===== src/rtl/cmip_app_cnt_rd.sv =====
// rtl/cmip_app_cnt_rd.sv - snapshot and stream-out of a counter bank with delayed common clear
// Optional: CMIP_CNT_RD_TIMER_EN adds a free-running snapshot timer (parameter TMR_PERIOD).
module cmip_app_cnt_rd #(
  parameter int NCH     = 8,
  parameter int WDTH    = 16,
  parameter int CLR_LAT = 2
`ifdef CMIP_CNT_RD_TIMER_EN
  , parameter int TMR_PERIOD = 1000
`endif
) (
  input  logic                i_clk,
  input  logic                i_rst_n,
  input  logic                i_req,
  input  logic [NCH*WDTH-1:0] i_cnt,
  output logic                o_clr,
  output logic                o_busy,
  output logic                o_req_drop,
  output logic                o_dat_vld,
  input  logic                i_dat_rdy,
  output logic [4:0]          o_dat_idx,
  output logic [WDTH-1:0]     o_dat,
  output logic                o_dat_last,
  output logic                o_done
);

  typedef enum logic [2:0] {
    S_IDLE,
    S_CLR,
    S_WAIT,
    S_SEND,
    S_DONE
  } state_t;

  state_t              state_q;
  logic [3:0]          wait_q;
  logic [NCH*WDTH-1:0] cap_q;
  logic [4:0]          idx_nxt;
  logic                req_eff;

  assign idx_nxt = o_dat_idx + 5'd1;

`ifdef CMIP_CNT_RD_TIMER_EN
  localparam int TW = (TMR_PERIOD > 1) ? $clog2(TMR_PERIOD) : 1;

  logic [TW-1:0] tmr_q;
  logic          tmr_wrap;

  assign tmr_wrap = (tmr_q == TW'(TMR_PERIOD - 1));
  assign req_eff  = i_req | tmr_wrap;

  // Free-running; snapshots never restart it so the period stays exact.
  always_ff @(posedge i_clk or negedge i_rst_n) begin
    if (!i_rst_n) begin
      tmr_q <= '0;
    end else begin
      tmr_q <= tmr_wrap ? '0 : tmr_q + TW'(1);
    end
  end
`else
  assign req_eff = i_req;
`endif

  always_ff @(posedge i_clk or negedge i_rst_n) begin
    if (!i_rst_n) begin
      state_q    <= S_IDLE;
      wait_q     <= '0;
      cap_q      <= '0;
      o_clr      <= 1'b0;
      o_busy     <= 1'b0;
      o_req_drop <= 1'b0;
      o_dat_vld  <= 1'b0;
      o_dat_idx  <= '0;
      o_dat      <= '0;
      o_dat_last <= 1'b0;
      o_done     <= 1'b0;
    end else begin
      o_clr      <= 1'b0;
      o_done     <= 1'b0;
      o_req_drop <= req_eff && (state_q != S_IDLE);
      case (state_q)
        S_IDLE: begin
          if (req_eff) begin
            state_q <= S_CLR;
            o_clr   <= 1'b1;
            o_busy  <= 1'b1;
          end
        end
        S_CLR: begin
          state_q <= S_WAIT;
          wait_q  <= 4'd1;
        end
        S_WAIT: begin
          // Last cycle before the counters zero: they still hold the full count.
          if (wait_q == 4'(CLR_LAT)) begin
            state_q    <= S_SEND;
            cap_q      <= i_cnt;
            o_dat      <= i_cnt[WDTH-1:0];
            o_dat_idx  <= '0;
            o_dat_vld  <= 1'b1;
            o_dat_last <= (NCH == 1);
          end else begin
            wait_q <= wait_q + 4'd1;
          end
        end
        S_SEND: begin
          if (i_dat_rdy) begin
            if (o_dat_idx == 5'(NCH - 1)) begin
              state_q    <= S_DONE;
              o_dat_vld  <= 1'b0;
              o_dat_last <= 1'b0;
              o_done     <= 1'b1;
            end else begin
              o_dat_idx  <= idx_nxt;
              o_dat      <= cap_q[idx_nxt*WDTH +: WDTH];
              o_dat_last <= (idx_nxt == 5'(NCH - 1));
            end
          end
        end
        S_DONE: begin
          state_q <= S_IDLE;
          o_busy  <= 1'b0;
        end
        default: begin
          state_q <= S_IDLE;
          o_busy  <= 1'b0;
        end
      endcase
    end
  end

endmodule

===== config.mk =====
export PLATFORM = sky130hd
export DESIGN_NAME = cmip_app_cnt_rd
export DESIGN_NICKNAME = d
export VERILOG_FILES = /design/src/rtl/cmip_app_cnt_rd.sv
export SDC_FILE = /design/constraint.sdc
export NUM_CORES = 1
export LEC_CHECK = 0
export CORE_UTILIZATION = 60
export DETAILED_ROUTE_END_ITERATION = 12
export DONT_BUFFER_PORTS = 1
export GPL_TIMING_DRIVEN = 0
export PLACE_DENSITY = 0.86
export SLEW_MARGIN = 10
export SYNTH_ARGS = -nofsm -noshare
export SYNTH_HDL_FRONTEND = slang
export SYNTH_SLANG_ARGS = --single-unit

===== constraint.sdc =====
create_clock -name i_clk -period 2.9 [get_ports i_clk]
set_input_delay 0.145 -clock i_clk [delete_from_list [all_inputs] [get_ports i_clk]]
set_output_delay 0.145 -clock i_clk [all_outputs]
set_load 0.01 [all_outputs]

After elaboration in Yosys (flattened, before gate mapping)
Index checks and enable logic that the tools add are counted.
- output and inout port bits: 27
- input bits: 132
- memories kept: 0
- bits in writable memories: 0
- bits in registers: 162
- bits in read-only memories: 0
- word-level logic and storage cells: 70
- bits in latches: 0
- add/sub/neg operators: 2
- reduce and logical (&&, ||, !) cells: 13
- multipliers: 0
- mux-type cells: 30
- divide/modulo/power cells: 0
- shift-type cells: 1
- order comparisons: 0
- bitwise gates (word level): 1
- eq/ne operators: 12
- operator list (kind ; number):
    $shiftx 128x10->16 ; 1
    $mux 16 ; 3
    $pmux 16 s2 ; 1
    $mux 5 ; 3
    $mux 1 ; 12
    $mux 3 ; 4
    $ne 2x2->1 const B ; 6
    $pmux 3 s4 ; 1
    $reduce_and 4->1 ; 3
    $eq 5x3->1 const B ; 2
    $pmux 5 s2 ; 1
    $pmux 4 s2 ; 1
    $eq 3x2->1 const B ; 2
    $pmux 1 s2 ; 3
    $reduce_and 2->1 ; 3
    $add 5x1->5 const B ; 1
    $add 4x1->4 const B ; 1
    $eq 4x2->1 const B ; 1
    $mux 4 ; 1
    $reduce_bool 2->1 ; 2
    $eq 3x1->1 const B ; 1
    $logic_not 3->1 ; 1
    $reduce_and 3->1 ; 1
    $reduce_bool 3->1 ; 1
    3 further kinds ; 3

Depth between registers and ports, before layout
- depth in word-level cells: 5
- mapped depth: 10

Worst setup path after synthesis
Ideal clock, no wire load.
- path kind: reg2reg
- start: register o_dat_idx[0]
- end: register o_dat[0]
- required time: 2.768 ns
- slack: 0.522 ns
- stages on the path, launching flop included: 11
- clock period less this slack: 2.378 ns
- arrival: 2.246 ns
- cell sequence: dfrtp_1 -> clkbuf_1 -> inv_1 -> clkbuf_1 -> ha_1 -> buf_2 -> buf_2 -> mux2i_1 -> nand3_1 -> nand4_1 -> o211ai_1
- word-level cells in the longest chain between the ends: 5
- ends and longest elaborated chain (element ; RTL line ; RTL):
    from (decl) ; 20 ; output logic [4:0] o_dat_idx,
    from (signal assigned) ; 113 ; o_dat_idx <= idx_nxt;
    $add 5x1->5 ; 40 ; assign idx_nxt = o_dat_idx + 5'd1;
    $shiftx 128x10->16 ; 114 ; o_dat <= cap_q[idx_nxt*WDTH +: WDTH];
    $mux 16 ; 107 ; if (o_dat_idx == 5'(NCH - 1)) begin
    $mux 16 ; 106 ; if (i_dat_rdy) begin
    $pmux 16 s2 ; 80 ; case (state_q)
    to (signal assigned) ; 97 ; o_dat <= i_cnt[WDTH-1:0];
    to (signal assigned) ; 114 ;
    to (decl) ; 21 ; output logic [WDTH-1:0] o_dat,
Several ways; a longest one is shown, not always the timed one. The select of a mux whose other input is x is not followed.
A chain may end at the register's enable or synchronous reset.

Worst setup path in the final report
- start: register o_dat_idx[0]
- end: register o_dat[9]
Same word-level chain as after synthesis.

==> results.json <==
{
  "final_max_slew_viol_count": 0,
  "hold_class": "primary input to async pin",
  "core_area_um2": 12300,
  "syn-num-nets": 1008,
  "grt_max_degree": 163,
  "h-tree-depth": 4,
  "drive_above_1_share_pct": 7.65,
  "syn-instance-count": 872,
  "rsz0062_at_grt": "no",
  "rr_worst_depth": 10,
  "vias_per_cell": 6.17,
  "dr.first_iter.drc_count": 1103,
  "clkSinkCount": 162,
  "initial_utilization_pct": 62.7,
  "hold_viol": 162,
  "violations": "negative hold slack",
  "p_switching_mw": 4.82,
  "fin_util_pct": 80.1,
  "gr-total-overflow": 0,
  "wl_um": 25200,
  "ant_nets": 0,
  "finalNetCount": 1157,
  "grt_first_pass_wirelength_um": 39000,
  "synth.avg_cell_area_um2": 8.81,
  "relSlewSlack_pct": 60.0,
  "crit_path_start": "o_dat_idx[0]",
  "synth_seq_cells": 162,
  "peakVddDrop_v": 0.000835,
  "yosysSeqAreaShare_pct": 52.7,
  "p_clk_share_pct": 20.1,
  "r2r_end": "o_dat[9]",
  "netlist_area_um2": 7690,
  "crit_fanout": 10,
  "clkTransAtPathRegs_ps": 60,
  "setup_viol": 0,
  "numCtsBuffers": 17,
  "tightestPinTransition_ps": 598,
  "totalPowerFinal_mw": 11.5,
  "crit_required_ps": 3200,
  "grt_usage_pct": 40.0,
  "synth-async-reset-ratio_pct": 100,
  "gp_congestion": 0.978,
  "drv_cap": 0,
  "clk_latency_ps": 440,
  "die_y_um": 115,
  "grt_pass1_vias": 7505,
  "critical_path.endpoint": "o_dat[9]",
  "synth-edff-count": 0,
  "ys_warn_count": 0,
  "met2_length_um": 12300,
  "p_seq_share_pct": 36.9,
  "status": "finished with violations",
  "fin_crit_sh_pct": 96.6,
  "vias": 7422,
  "synth_flop_cell": "dfrtp_1",
  "routed-wl-met3_um": 2700,
  "worst_clock_skew_ps": 10.1,
  "root_buffer": "clkbuf_16",
  "dieArea_um2": 13300,
  "post-place-ws_ps": -241,
  "wl_per_cell_um": 21.0,
  "critPathCaptureType": "register",
  "p_int_mw": 6.64,
  "drtPass1Iterations": 6,
  "setup_slack_ps": 99.8,
  "cellPowerDensity_nw_per_um2": 1170,
  "regToRegStartpoint": "o_dat_idx[0]",
  "post-dp-hpwl_um": 14700,
  "p_comb_share_pct": 43.1,
  "cts_buffer_depth": 2,
  "wl_met1_um": 8960,
  "critPathKind": "register to register",
  "cts_tree": "yes",
  "start_kind": "register",
  "area_growth_pct": 27.8,
  "hold_ws_ps": -599,
  "leakage_nw": 4.90,
  "finalCriticalPeriod_ps": 2800,
  "synthDistinctLibCells": 44,
  "drcViolationCount": 0,
  "switching_share_pct": 42.1,
  "fin_cells": 1202,
  "dp_cells": 1040,
  "io_pins": 159,
  "fmax_ghz": 0.357,
  "reg2reg_slack_ps": 100,
  "io_buffer_count": 0,
  "postCtsHoldBufs": 130,
  "antenna_found_initial": 1,
  "row_count": 40,
  "critPathArrivalTime_ps": 3100,
  "top_layer_used": "met4",
  "die_w_um": 115
}
==> worst max-delay path: stages, from the launching register on <==
cell,delay [ps]
dfrtp_1,410
buf_2,260
inv_1,160
clkbuf_2,230
ha_1,340
buf_4,230
buf_4,260
mux2i_1,320
nand3_1,160
nand4_1,170
o211ai_1,110
==> area by class of cell <==
cell class	count	area, um2
Tap cell	168	210
Timing Repair Buffer	130	1300
Inverter	4	15.0
Sequential cell	162	4050
Multi-Input combinational cell	647	3280
Antenna cell	1	2.50
Fill cell	714	2440
Clock inverter	10	134
Buffer	59	363
Clock buffer	21	460
==> how the worst min path moves through the flow <==
stage,startpoint,end,cells past startpoint,slack (ps)
after CTS,i_rst_n,wait_q[2],0,-600
after floorplan,i_rst_n,cap_q[0],0,-150
final,i_rst_n,wait_q[2],0,-600
after global placement,i_rst_n,wait_q[0],0,-150
after global routing,i_rst_n,o_clr,0,-610
after detailed placement,i_rst_n,wait_q[0],0,-150
==> routing by layer <==
layer	vias to the layer above	global-route usage, %
li1	3191	-
met1	3530	46.2
met2	570	66.2
met3	131	12.7
met4	0	22.7
met5	-	0
==> metrics by stage <==
step | cell area (um2) | setup TNS [ps]
3_5_place_dp | 7900 | -2620
3_3_place_gp | 7900 | -1780
4_1_cts | 9810 | 0
6_report | 9820 | 0
2_1_floorplan | 7690 | 0
5_1_grt | 9820 | 0
==> cells by family after synthesis <==
logic type	after synthesis	synth area share (%)
and+or+nand+nor	513	28.0
muxes	66	8.61
buffers and inverters	63	4.62
xor gates and xnor gates	3	0.342
DFF	162	52.7
AOI/OAI and AO/OA	61	5.05
adders and majority gates	4	0.651
==> cell usage after synthesis (2+ instances only) <==
cell type	number	share of area (%)
nor2_1	11	0.54
a21oi_1	5	0.33
o41ai_1	2	0.23
buf_6	11	1.6
o211ai_1	16	1.6
nor3b_1	2	0.20
nor3_1	5	0.33
o21ai_0	28	1.8
nand3b_1	3	0.29
buf_1	2	0.098
dfrtp_1	162	53
inv_1	4	0.20
mux2i_1	65	8.5
o31ai_1	2	0.20
clkbuf_1	19	0.93
nand3_1	71	4.6
nand4b_1	2	0.23
ha_1	4	0.65
nand4_1	16	1.3
buf_2	26	1.7
xnor2_1	2	0.23
nand2_1	392	19
==> state kept, by name, summed over array words and instances, names as in the netlist <==
signal,cells
o_clr,1
o_dat,16
wait_q,4
o_dat_last,1
o_dat_idx,5
cap_q,128
o_busy,1
o_req_drop,1
o_done,1
state_q,3
o_dat_vld,1
==> what timing repair did <==
action,in CTS,in global routing
gates resized for setup,8,5
buffers inserted,0,0
setup endpoints to repair,16,14
hold endpoints to repair,315,162
==> cell usage in the layout (no fill, tap or decap), drive strengths merged, types with 2 or more instances in the layout <==
cell / Yosys / final
o31ai: 2 / 2
nor2: 11 / 11
buf: 40 / 40
nand3b: 3 / 3
nor3b: 2 / 2
inv: 4 / 4
o41ai: 2 / 2
dlygate4sd3: 0 / 130
nand4b: 3 / 3
a21oi: 5 / 5
nand3: 71 / 71
nand2: 392 / 392
xnor2: 2 / 2
ha: 4 / 4
clkinvlp: 0 / 2
clkinv: 0 / 5
mux2i: 65 / 65
o21ai: 28 / 28
nand4: 16 / 16
dfrtp: 162 / 162
bufinv: 0 / 3
clkbuf: 19 / 40
o211ai: 16 / 16
nor3: 5 / 5
or2: 2 / 2
==> power groups by stage <==
stage | sequential, mW | combinational (mW) | clock [mW]
6_report | 4.22 | 4.93 | 2.30
2_1_floorplan | 3.91 | 3.29 | 0
4_1_cts | 4.14 | 4.61 | 2.28
3_5_place_dp | 4.16 | 4.35 | 0
3_3_place_gp | 4.10 | 4.21 | 0
5_1_grt | 4.32 | 5.25 | 2.39
(Power assumes the default switching activity.)
